--- config.mk ---
export PLATFORM = sky130hd
export DESIGN_NAME = cvrt_gry_pipe
export DESIGN_NICKNAME = d
export VERILOG_FILES = /design/src/rtl/cvrt_pkg.sv /design/src/rtl/cvrt_gry_stage.sv /design/src/rtl/cvrt_gry_pipe.sv
export SDC_FILE = /design/constraint.sdc
export NUM_CORES = 1
export LEC_CHECK = 0
export ABC_AREA = 1
export ABC_CLOCK_PERIOD_IN_PS = 2300
export BUFFER_PORTS_ARGS = -buffer_cell sky130_fd_sc_hd__buf_2
export CAP_MARGIN = 20
export CORE_MARGIN = 2
export CORE_UTILIZATION = 50
export CTS_BUF_LIST = sky130_fd_sc_hd__clkbuf_2 sky130_fd_sc_hd__clkbuf_4 sky130_fd_sc_hd__clkbuf_8
export DETAILED_ROUTE_END_ITERATION = 16
export GPL_TIMING_DRIVEN = 1
export PLACE_DENSITY = 0.71
export SYNTH_ARGS = -nofsm -noshare
export SYNTH_HDL_FRONTEND = slang
export SYNTH_HIERARCHICAL = 1
export SYNTH_SLANG_ARGS = --single-unit
--- constraint.sdc ---
create_clock -name i_clk -period 2.3 [get_ports i_clk]
set_clock_uncertainty 0.15 [all_clocks]
set_input_delay 0.115 -clock i_clk [delete_from_list [all_inputs] [get_ports i_clk]]
set_output_delay 0.115 -clock i_clk [all_outputs]
set_load 0.005 [all_outputs]
--- src/rtl/cvrt_pkg.sv ---
// cvrt_pkg: shared mode enum and one prefix-XOR level for the Gray converter pipe.
package cvrt_pkg;
  typedef enum logic {CVRT_MODE_B2G = 1'b0, CVRT_MODE_G2B = 1'b1} cvrt_mode_e;
  localparam int CVRT_MAX_W = 1024;
  typedef logic [CVRT_MAX_W-1:0] cvrt_word_t;
  // Binary->Gray is only level 0; Gray->binary accumulates every level.
  function automatic cvrt_word_t cvrt_xor_lvl(input cvrt_word_t x, input int k, input cvrt_mode_e mode);
    return (mode == CVRT_MODE_G2B || k == 0) ? x ^ (x >> (1 << k)) : x;
  endfunction
endpackage

--- src/rtl/cvrt_gry_stage.sv ---
// cvrt_gry_stage: one registered slice of the prefix-XOR pipe with stall/flush handshake.
module cvrt_gry_stage
  import cvrt_pkg::*;
#(
  parameter int DATA_WIDTH = 32,
  parameter int TAG_WIDTH  = 4,
  parameter int LVL_LO     = 0,
  parameter int LVL_HI     = 1
) (
  input  logic                  i_clk,
  input  logic                  i_rst_n,
  input  logic                  i_clr,
  input  logic                  i_valid,
  output logic                  o_ready,
  input  cvrt_mode_e            i_mode,
  input  logic [DATA_WIDTH-1:0] i_data,
  input  logic [TAG_WIDTH-1:0]  i_tag,
  output logic                  o_valid,
  input  logic                  i_ready,
  output cvrt_mode_e            o_mode,
  output logic [DATA_WIDTH-1:0] o_data,
  output logic [TAG_WIDTH-1:0]  o_tag
);
  logic                  valid_q, valid_d, load;
  cvrt_mode_e            mode_q, mode_d;
  logic [DATA_WIDTH-1:0] data_q, data_d;
  logic [TAG_WIDTH-1:0]  tag_q, tag_d;
  cvrt_word_t            x;

  always_comb begin
    x = cvrt_word_t'(i_data);
    for (int k = LVL_LO; k < LVL_HI; k++) x = cvrt_xor_lvl(x, k, i_mode);
    o_ready = ~i_clr & (~valid_q | i_ready);
    load    = i_valid & o_ready;
    valid_d = i_clr ? 1'b0 : (o_ready ? i_valid : valid_q);
    data_d  = load ? x[DATA_WIDTH-1:0] : data_q;
    tag_d   = load ? i_tag : tag_q;
    mode_d  = load ? i_mode : mode_q;
  end

  always_ff @(posedge i_clk or negedge i_rst_n) begin
    if (!i_rst_n) begin
      valid_q <= 1'b0;
      data_q  <= '0;
      tag_q   <= '0;
      mode_q  <= CVRT_MODE_B2G;
    end else begin
      valid_q <= valid_d;
      data_q  <= data_d;
      tag_q   <= tag_d;
      mode_q  <= mode_d;
    end
  end

  assign o_valid = valid_q;
  assign o_data  = data_q;
  assign o_tag   = tag_q;
  assign o_mode  = mode_q;
endmodule

--- src/rtl/cvrt_gry_pipe.sv ---
// cvrt_gry_pipe: pipelined bidirectional binary<->Gray converter with valid/ready handshake.
module cvrt_gry_pipe
  import cvrt_pkg::*;
#(
  parameter int DATA_WIDTH  = 32,
  parameter int PIPE_STAGES = 2,
  parameter int TAG_WIDTH   = 4
) (
  input  logic                  i_clk,
  input  logic                  i_rst_n,
  input  logic                  i_clr,
  input  logic                  i_valid,
  output logic                  o_ready,
  input  cvrt_mode_e            i_mode,
  input  logic [DATA_WIDTH-1:0] i_data,
  input  logic [TAG_WIDTH-1:0]  i_tag,
  output logic                  o_valid,
  input  logic                  i_ready,
  output cvrt_mode_e            o_mode,
  output logic [DATA_WIDTH-1:0] o_data,
  output logic [TAG_WIDTH-1:0]  o_tag,
  output logic                  o_busy
);
  localparam int LVL_NUM = $clog2(DATA_WIDTH);

  if (DATA_WIDTH < 2 || DATA_WIDTH >= CVRT_MAX_W || TAG_WIDTH < 1 ||
      PIPE_STAGES < 1 || PIPE_STAGES > LVL_NUM) begin : g_bad_cfg
    $error("cvrt_gry_pipe: illegal DATA_WIDTH/PIPE_STAGES/TAG_WIDTH");
  end

  // Index s is the input side of stage s; index PIPE_STAGES is the block output.
  logic                  v   [PIPE_STAGES+1];
  logic                  rdy [PIPE_STAGES+1];
  cvrt_mode_e            m   [PIPE_STAGES+1];
  logic [DATA_WIDTH-1:0] d   [PIPE_STAGES+1];
  logic [TAG_WIDTH-1:0]  t   [PIPE_STAGES+1];

  assign v[0]             = i_valid;
  assign m[0]             = i_mode;
  assign d[0]             = i_data;
  assign t[0]             = i_tag;
  assign rdy[PIPE_STAGES] = i_ready;

  for (genvar s = 0; s < PIPE_STAGES; s++) begin : g_stage
    cvrt_gry_stage #(
      .DATA_WIDTH(DATA_WIDTH),
      .TAG_WIDTH (TAG_WIDTH),
      .LVL_LO    (s * LVL_NUM / PIPE_STAGES),
      .LVL_HI    ((s + 1) * LVL_NUM / PIPE_STAGES)
    ) u_stage (
      .i_clk  (i_clk),
      .i_rst_n(i_rst_n),
      .i_clr  (i_clr),
      .i_valid(v[s]),
      .o_ready(rdy[s]),
      .i_mode (m[s]),
      .i_data (d[s]),
      .i_tag  (t[s]),
      .o_valid(v[s+1]),
      .i_ready(rdy[s+1]),
      .o_mode (m[s+1]),
      .o_data (d[s+1]),
      .o_tag  (t[s+1])
    );
  end

  always_comb begin
    o_busy = 1'b0;
    for (int i = 1; i <= PIPE_STAGES; i++) o_busy = o_busy | v[i];
  end

  assign o_ready = rdy[0];
  assign o_valid = v[PIPE_STAGES];
  assign o_mode  = m[PIPE_STAGES];
  assign o_data  = d[PIPE_STAGES];
  assign o_tag   = t[PIPE_STAGES];
endmodule

==> results of run 1 <==
==> worst max path at each step <==
stage,from,to,slack [ns],depth (start not counted)
floorplan,g_stage[1].u_stage/o_valid,g_stage[0].u_stage/o_data[24],0.73,10
global placement,g_stage[0].u_stage/o_mode,g_stage[1].u_stage/o_data[3],0.61,9
detailed placement,g_stage[0].u_stage/o_mode,g_stage[1].u_stage/o_data[8],0.55,10
CTS,g_stage[0].u_stage/o_mode,g_stage[1].u_stage/o_data[8],0.54,10
global route,g_stage[1].u_stage/o_valid,g_stage[0].u_stage/o_data[20],0.34,9
finish,g_stage[0].u_stage/o_mode,g_stage[1].u_stage/o_data[8],0.51,10
==> stage by stage <==
| step | setup slack, ns | cell area [µm²] | instances |
|---|---|---|---|
| finish | 0.512 | 6280 | 1138 |
| global route | 0.336 | 6280 | 1138 |
| CTS | 0.535 | 6280 | 1138 |
| detailed placement | 0.552 | 5950 | 1112 |
| global placement | 0.608 | 5950 | 1112 |
| floorplan | 0.734 | 5490 | 910 |
==> cells in the mapped netlist, types with 4 or more instances <==
master and n:
a21oi_1 15, buf_2 11, buf_4 8, clkbuf_1 4
dfrtp_1 76, inv_1 82, inv_2 10, nand2_1 493
nand2_2 11, nand3_1 136, nor2_1 18, o21ai_0 15
o21ai_1 4, xor2_1 4
==> metal layers <==
layer | up-vias | wire length, µm | global-route usage
li1 | 2990 | - | -
met1 | 2510 | 6540 | 0.328
met2 | 134 | 5610 | 0.350
met3 | 18 | 600 | 0.0269
met4 | 0 | 233 | 0.0888
met5 | - | 0 | 0
==> timing repair <==
action | in CTS | in global routing
hold endpoints to repair | 85 | 0
endpoints found under the setup margin | 0 | 0
hold buffers | 10 | 0
==> kinds of logic after synthesis <==
family / after synthesis
flops: 76
buf+inv: 120
xor+xnor: 7
simple gates: 666
compound gates: 41
==> state kept, by name, summed over array words and instances (netlist names) <==
name / flops
g_stage.u_stage/o_valid: 2
g_stage.u_stage/o_mode: 2
g_stage.u_stage/o_tag: 8
g_stage.u_stage/o_data: 64
==> power breakdown <==
group,leakage (nW),internal [mW],switching [mW]
clock,0.114,0.652,0.527
combinational,2.70,0.678,1.03
sequential,0.940,1.66,0.283
total,3.75,2.99,1.84
==> worst register-to-register path: cells and delay by family (launching register included) <==
family,cells,cell delay [ns]
compound gates,1,0.08
buf+inv,3,0.44
flops,1,0.52
simple gates,6,0.49
==> area by class of cell <==
cell class	count	share of cell area
Clock inverter	6	0.0149
Inverter	92	0.0549
Tap cell	140	0.0279
Clock buffer	10	0.0219
Timing Repair Buffer	100	0.0956
Multi-Input combinational cell	714	0.482
Sequential cell	76	0.303
==> layout by cell type, fill, tap and decap left out, drive strengths merged <==
cell type	Yosys	routed
inv	92	95
xnor2	2	2
o21ai	21	21
dfrtp	76	76
buf	24	90
dlygate4sd3	0	10
clkbuf	4	10
nor3	1	1
nand3	137	137
nor2	21	21
o211ai	2	2
nand4	2	2
a2bb2oi	3	3
xor2	5	5
clkinvlp	0	1
nand3b	1	1
nand2	504	504
bufinv	0	2
a21oi	15	15
==> impl_metrics.py, run 1 <==
metrics = {
    "outcome": {
        "outcome": "completed",
    },
    "global_routing": {
        "antenna_found_initial": 0,
        "grt-ovfl-total": 0,
        "grt_pass1_vias": 4871,
        "grt_max_degree": 62,
        "grt.total_usage": 0.228,
        "grt_pass1_wl_um": 21600,
    },
    "synth": {
        "ys_warn_count": 6,
        "yosysTopAreaCell": "dfrtp_1",
        "synthSimpleGateAreaFrac": 0.498,
        "ys_seq_elements": 76,
        "synthCells": 910,
        "synth_top_family_by_area": "simple AND/OR/NAND/NOR gates",
        "synth_seq_area_share": 0.347,
        "synthFlopType": "dfrtp_1",
        "synth_compound_area_frac": 0.0417,
        "postSynthAreaPerCell_um2": 6.03,
        "synth_nets": 952,
        "synth.area.mux_share": 0,
        "ys_top_cells_by_area": "dfrtp_1 (35%), nand2_1 (34%), nand3_1 (12%)",
        "synth_enable_flop_cells": 0,
        "synth_top_area_frac": 0.347,
        "synth_cell_types": 27,
        "synth_xor_xnor_area_share": 0.0125,
        "synthArstFlopShare": 1.00,
        "syn_area_um2": 5490,
        "synthAdderAreaFrac": 0,
    },
    "hold_path": {
        "hold_class": "in2reg",
        "holdPathStages": 6,
        "worstHoldStart": "i_data[0]",
        "worstHoldEndpoint": "g_stage[0].u_stage/o_data[0]",
    },
    "layout": {
        "area_growth_pct": 14.6,
        "regArea_um2": 1900,
        "diodes": 0,
        "layout.nets": 1035,
        "drive_gt1_frac": 0.135,
        "multi_input_area_um2": 3030,
        "n_fill_cell": 1121,
        "post-route-util": 0.582,
    },
    "setup_path": {
        "worstReg2RegEnd": "g_stage[1].u_stage/o_data[8]",
        "cp_cell_sequence": "buf_4 > nand2_1 > nand2_1 > nand2_2 > inv_1 > nand2_1 > nand3_1 > nand3_1 > o21ai_1 > inv_1",
        "end_kind": "register",
        "cp.arrival_ns": 1.89,
        "criticalPathCategory": "reg2reg",
        "cp-start-kind": "register",
        "critPathMaxStageDelay_ns": 0.52,
        "slowest_stage": "dfrtp_1",
        "ff2ff_path_depth": 10,
        "required_ns": 2.40,
        "critPathMaxFanout": 19,
        "crit_top_cell": "nand2_1",
        "reg2reg_from": "g_stage[0].u_stage/o_mode",
        "rrSetupSlack_ns": 0.51,
        "critPathTopFamily": "flip-flops",
        "cp.buffers_inverters": 3,
    },
    "clock_tree": {
        "cts_tree": "done",
        "clockRootBuffer": "clkbuf_8",
        "htree_levels": 3,
        "clk_latency_ns": 0.36,
        "cts_buffer_depth": 2,
        "postCtsSetupBuffers": 0,
        "cts_buffers": 9,
        "cts_resized": 0,
        "clkTransAtPathRegs_ns": 0.08,
        "clock-sinks": 76,
    },
    "drt": {
        "wl_per_cell_um": 11.4,
        "initialDrtViolationCount": 297,
        "viasPerCell": 4.97,
        "wirelength_um": 13000,
        "drtAntennaViolNets": 0,
        "first_pass_iters": 5,
        "vias": 5652,
        "drc": 0,
    },
    "placement": {
        "io_buffers": 81,
        "gp_congestion": 0.916,
        "dpl.hpwl_um": 9620,
    },
    "die": {
        "die_area_um2": 11800,
        "die_y_um": 109,
        "start_util": 0.508,
        "fp.coreArea_um2": 10800,
        "io_pins": 82,
        "fp.dieW_um": 109,
        "num_rows": 38,
    },
    "sta": {
        "finalSetupTns_ns": 0,
        "fin_crit_sh": 0.777,
        "slew_headroom": 0.681,
        "max_freq_mhz": 559,
        "worst_pin_slew_ns": 0.478,
        "rsz0062_at_grt": "no",
        "layout_min_cycle_time_ns": 1.79,
        "setup_viol": 0,
        "drv_slew": 0,
        "hold_violations": 0,
        "hold-worst-slack_ns": 0.0275,
    },
    "pwr": {
        "p_leak_nw": 3.75,
        "p_total_mw": 4.83,
        "ir_drop_mv": 0.425,
        "p_per_area_nw_per_um2": 768,
    },
    "run": {
        "maxCapViolCount": 0,
    },
}
(Power assumes the default switching activity.)
==> inputs of run 2 (changes only) <==
--- a/config.mk
+++ b/config.mk
@@ -6,7 +6,7 @@
 export NUM_CORES = 1
 export LEC_CHECK = 0
 export ABC_AREA = 1
-export ABC_CLOCK_PERIOD_IN_PS = 2300
+export ABC_CLOCK_PERIOD_IN_PS = 1650
 export BUFFER_PORTS_ARGS = -buffer_cell sky130_fd_sc_hd__buf_2
 export CAP_MARGIN = 20
 export CORE_MARGIN = 2
==> constraint.sdc (replaced) <==
create_clock -name i_clk -period 1.65 [get_ports i_clk]
set_clock_uncertainty 0.15 [all_clocks]
set_input_delay 0.0825 -clock i_clk [delete_from_list [all_inputs] [get_ports i_clk]]
set_output_delay 0.0825 -clock i_clk [all_outputs]
set_load 0.005 [all_outputs]
==> impl_metrics.py, run 2 (synthesized netlist as in run 1, its figures left out) <==
metrics = {
    "layout": {
        "largest_reg_flops": 64,
        "final_cell_mix": "nand2_1 (480), nand3_1 (127), inv_1 (81)",
        "n_fill_cell": 1059,
        "area_growth_pct": 24.1,
        "regArea_um2": 1900,
        "final_area_um2": 6810,
        "diodes": 0,
        "drive_gt1_frac": 0.185,
        "final_common_cell": "nand2_1",
        "multi_input_area_um2": 3210,
        "layout.nets": 1056,
    },
    "setup_path": {
        "end_kind": "register",
        "ff2ff_path_depth": 9,
        "cp.arrival_ns": 1.74,
        "rrSetupSlack_ns": 0.007,
        "reg2reg_from": "g_stage[0].u_stage/o_mode",
        "critPathMaxFanout": 5,
        "required_ns": 1.75,
        "cp-start-kind": "register",
        "criticalPathCategory": "reg2reg",
        "crit_start": "g_stage[0].u_stage/o_mode",
        "worstReg2RegEnd": "g_stage[1].u_stage/o_data[1]",
    },
    "global_routing": {
        "grt-ovfl-total": 0,
        "grt_max_degree": 62,
        "grt_pass1_wl_um": 22600,
        "antenna_found_initial": 0,
        "grt_pass1_vias": 4990,
        "grt.total_usage": 0.238,
    },
    "pwr": {
        "power_frac_comb": 0.375,
        "ir_drop_mv": 0.582,
        "p_per_area_nw_per_um2": 1090,
        "power_switching_mw": 2.79,
        "p_leak_nw": 3.98,
        "pwr-share-seq": 0.370,
        "p_sw_frac": 0.375,
        "clockPowerShare": 0.255,
        "power.internal_mw": 4.64,
    },
    "sta": {
        "fin_ws_ns": 0.00692,
        "hold_violations": 0,
        "drv_slew": 0,
        "fin_crit_sh": 0.996,
        "max_freq_mhz": 609,
        "setup_viol": 0,
        "layout_min_cycle_time_ns": 1.64,
        "finalSetupTns_ns": 0,
        "slew_headroom": 0.739,
        "rsz0062_at_grt": "yes",
        "worst_pin_slew_ns": 0.392,
    },
    "hold_path": {
        "worstHoldEndpoint": "g_stage[0].u_stage/o_data[0]",
        "worstHoldStart": "i_data[0]",
        "holdPathStages": 6,
        "hold_class": "in2reg",
    },
    "placement": {
        "placed_cell_area_um2": 6080,
        "place_ws_ns": 0.0406,
        "io_buffers": 81,
        "dpl.hpwl_um": 9920,
        "gp_congestion": 0.934,
    },
    "clock_tree": {
        "htree_levels": 3,
        "clkTransAtPathRegs_ns": 0.08,
        "cts_buffer_depth": 2,
        "cts_tree": "done",
        "clock-sinks": 76,
        "clk_latency_ns": 0.36,
        "clockRootBuffer": "clkbuf_8",
        "cts_buffers": 9,
    },
    "drt": {
        "initialDrtViolationCount": 481,
        "viasPerCell": 5.17,
        "vias": 5996,
        "drtAntennaViolNets": 0,
        "drc": 0,
        "wl_per_cell_um": 12.7,
        "wirelength_um": 14700,
        "first_pass_iters": 5,
    },
    "die": {
        "die_area_um2": 11800,
        "fp.coreArea_um2": 10800,
        "fp.dieW_um": 109,
        "io_pins": 82,
        "start_util": 0.508,
        "num_rows": 38,
        "die_y_um": 109,
    },
    "run": {
        "maxCapViolCount": 0,
    },
    "outcome": {
        "outcome": "completed",
    },
}
## run 2: critical path: stages (launching register included)
cell and delay [ns]:
dfrtp_2 0.49, clkbuf_16 0.19, buf_4 0.13, nand3_1 0.17, nand3_2 0.12, nand2_1 0.07
nand2_1 0.06, nand3_1 0.06, nand2_1 0.06, nand2_1 0.05
## run 2: worst max-delay path by stage
| stage | endpoint | slack [ns] |
|---|---|---|
| final | g_stage[1].u_stage/o_data[1] | 0.007 |
| after global routing | g_stage[1].u_stage/o_data[1] | -0.05 |
| after CTS | g_stage[1].u_stage/o_data[3] | 0.01 |
| after detailed placement | g_stage[1].u_stage/o_data[3] | 0.04 |
| after global placement | g_stage[1].u_stage/o_data[3] | 0.1 |
| after floorplan | g_stage[0].u_stage/o_data[24] | 0.08 |
## run 2: through the flow
step                       util  instances  total power, mW  hold WS [ns]
after floorplan               -        910             4.32        -0.363
after global placement    0.563       1124             5.13        -0.112
after detailed placement  0.563       1124             5.17        -0.112
after CTS                 0.598       1150             7.10       0.00592
after global routing      0.631       1159             7.96        0.0573
final                     0.631       1159             7.42       0.00498
## run 2: power by group through the flow
stage | Sequential (mW) | Clock [mW] | Combinational (mW)
finish | 2.74 | 1.90 | 2.78
global placement | 2.74 | 0 | 2.39
detailed placement | 2.74 | 0 | 2.42
CTS | 2.71 | 1.93 | 2.46
global route | 2.80 | 2.00 | 3.16
floorplan | 2.66 | 0 | 1.65
## run 2: layer usage
layer  routed length [µm]  vias to the layer above  global-route usage
met1                 6930                     2714               0.346
met4                  295                        0              0.0577
li1                     -                     3039                   -
met5                    0                        -                   0
met2                 6600                      219               0.373
met3                  895                       24              0.0341
## run 2: final cells by class
class | count | share of cell area
clock buffer | 9 | 0.0182
multi-input combinational | 714 | 0.472
timing repair buffer | 121 | 0.131
inverter | 92 | 0.0515
clock inverter | 7 | 0.0215
tap | 140 | 0.0257
sequential | 76 | 0.280
## run 2: repair_timing
action | 4_1_cts | 5_1_grt
resized for setup | 0 | 55
hold endpoints to repair | 85 | 0
endpoints found under the setup margin | 0 | 65
setup buffers | 0 | 4
hold buffers | 10 | 0
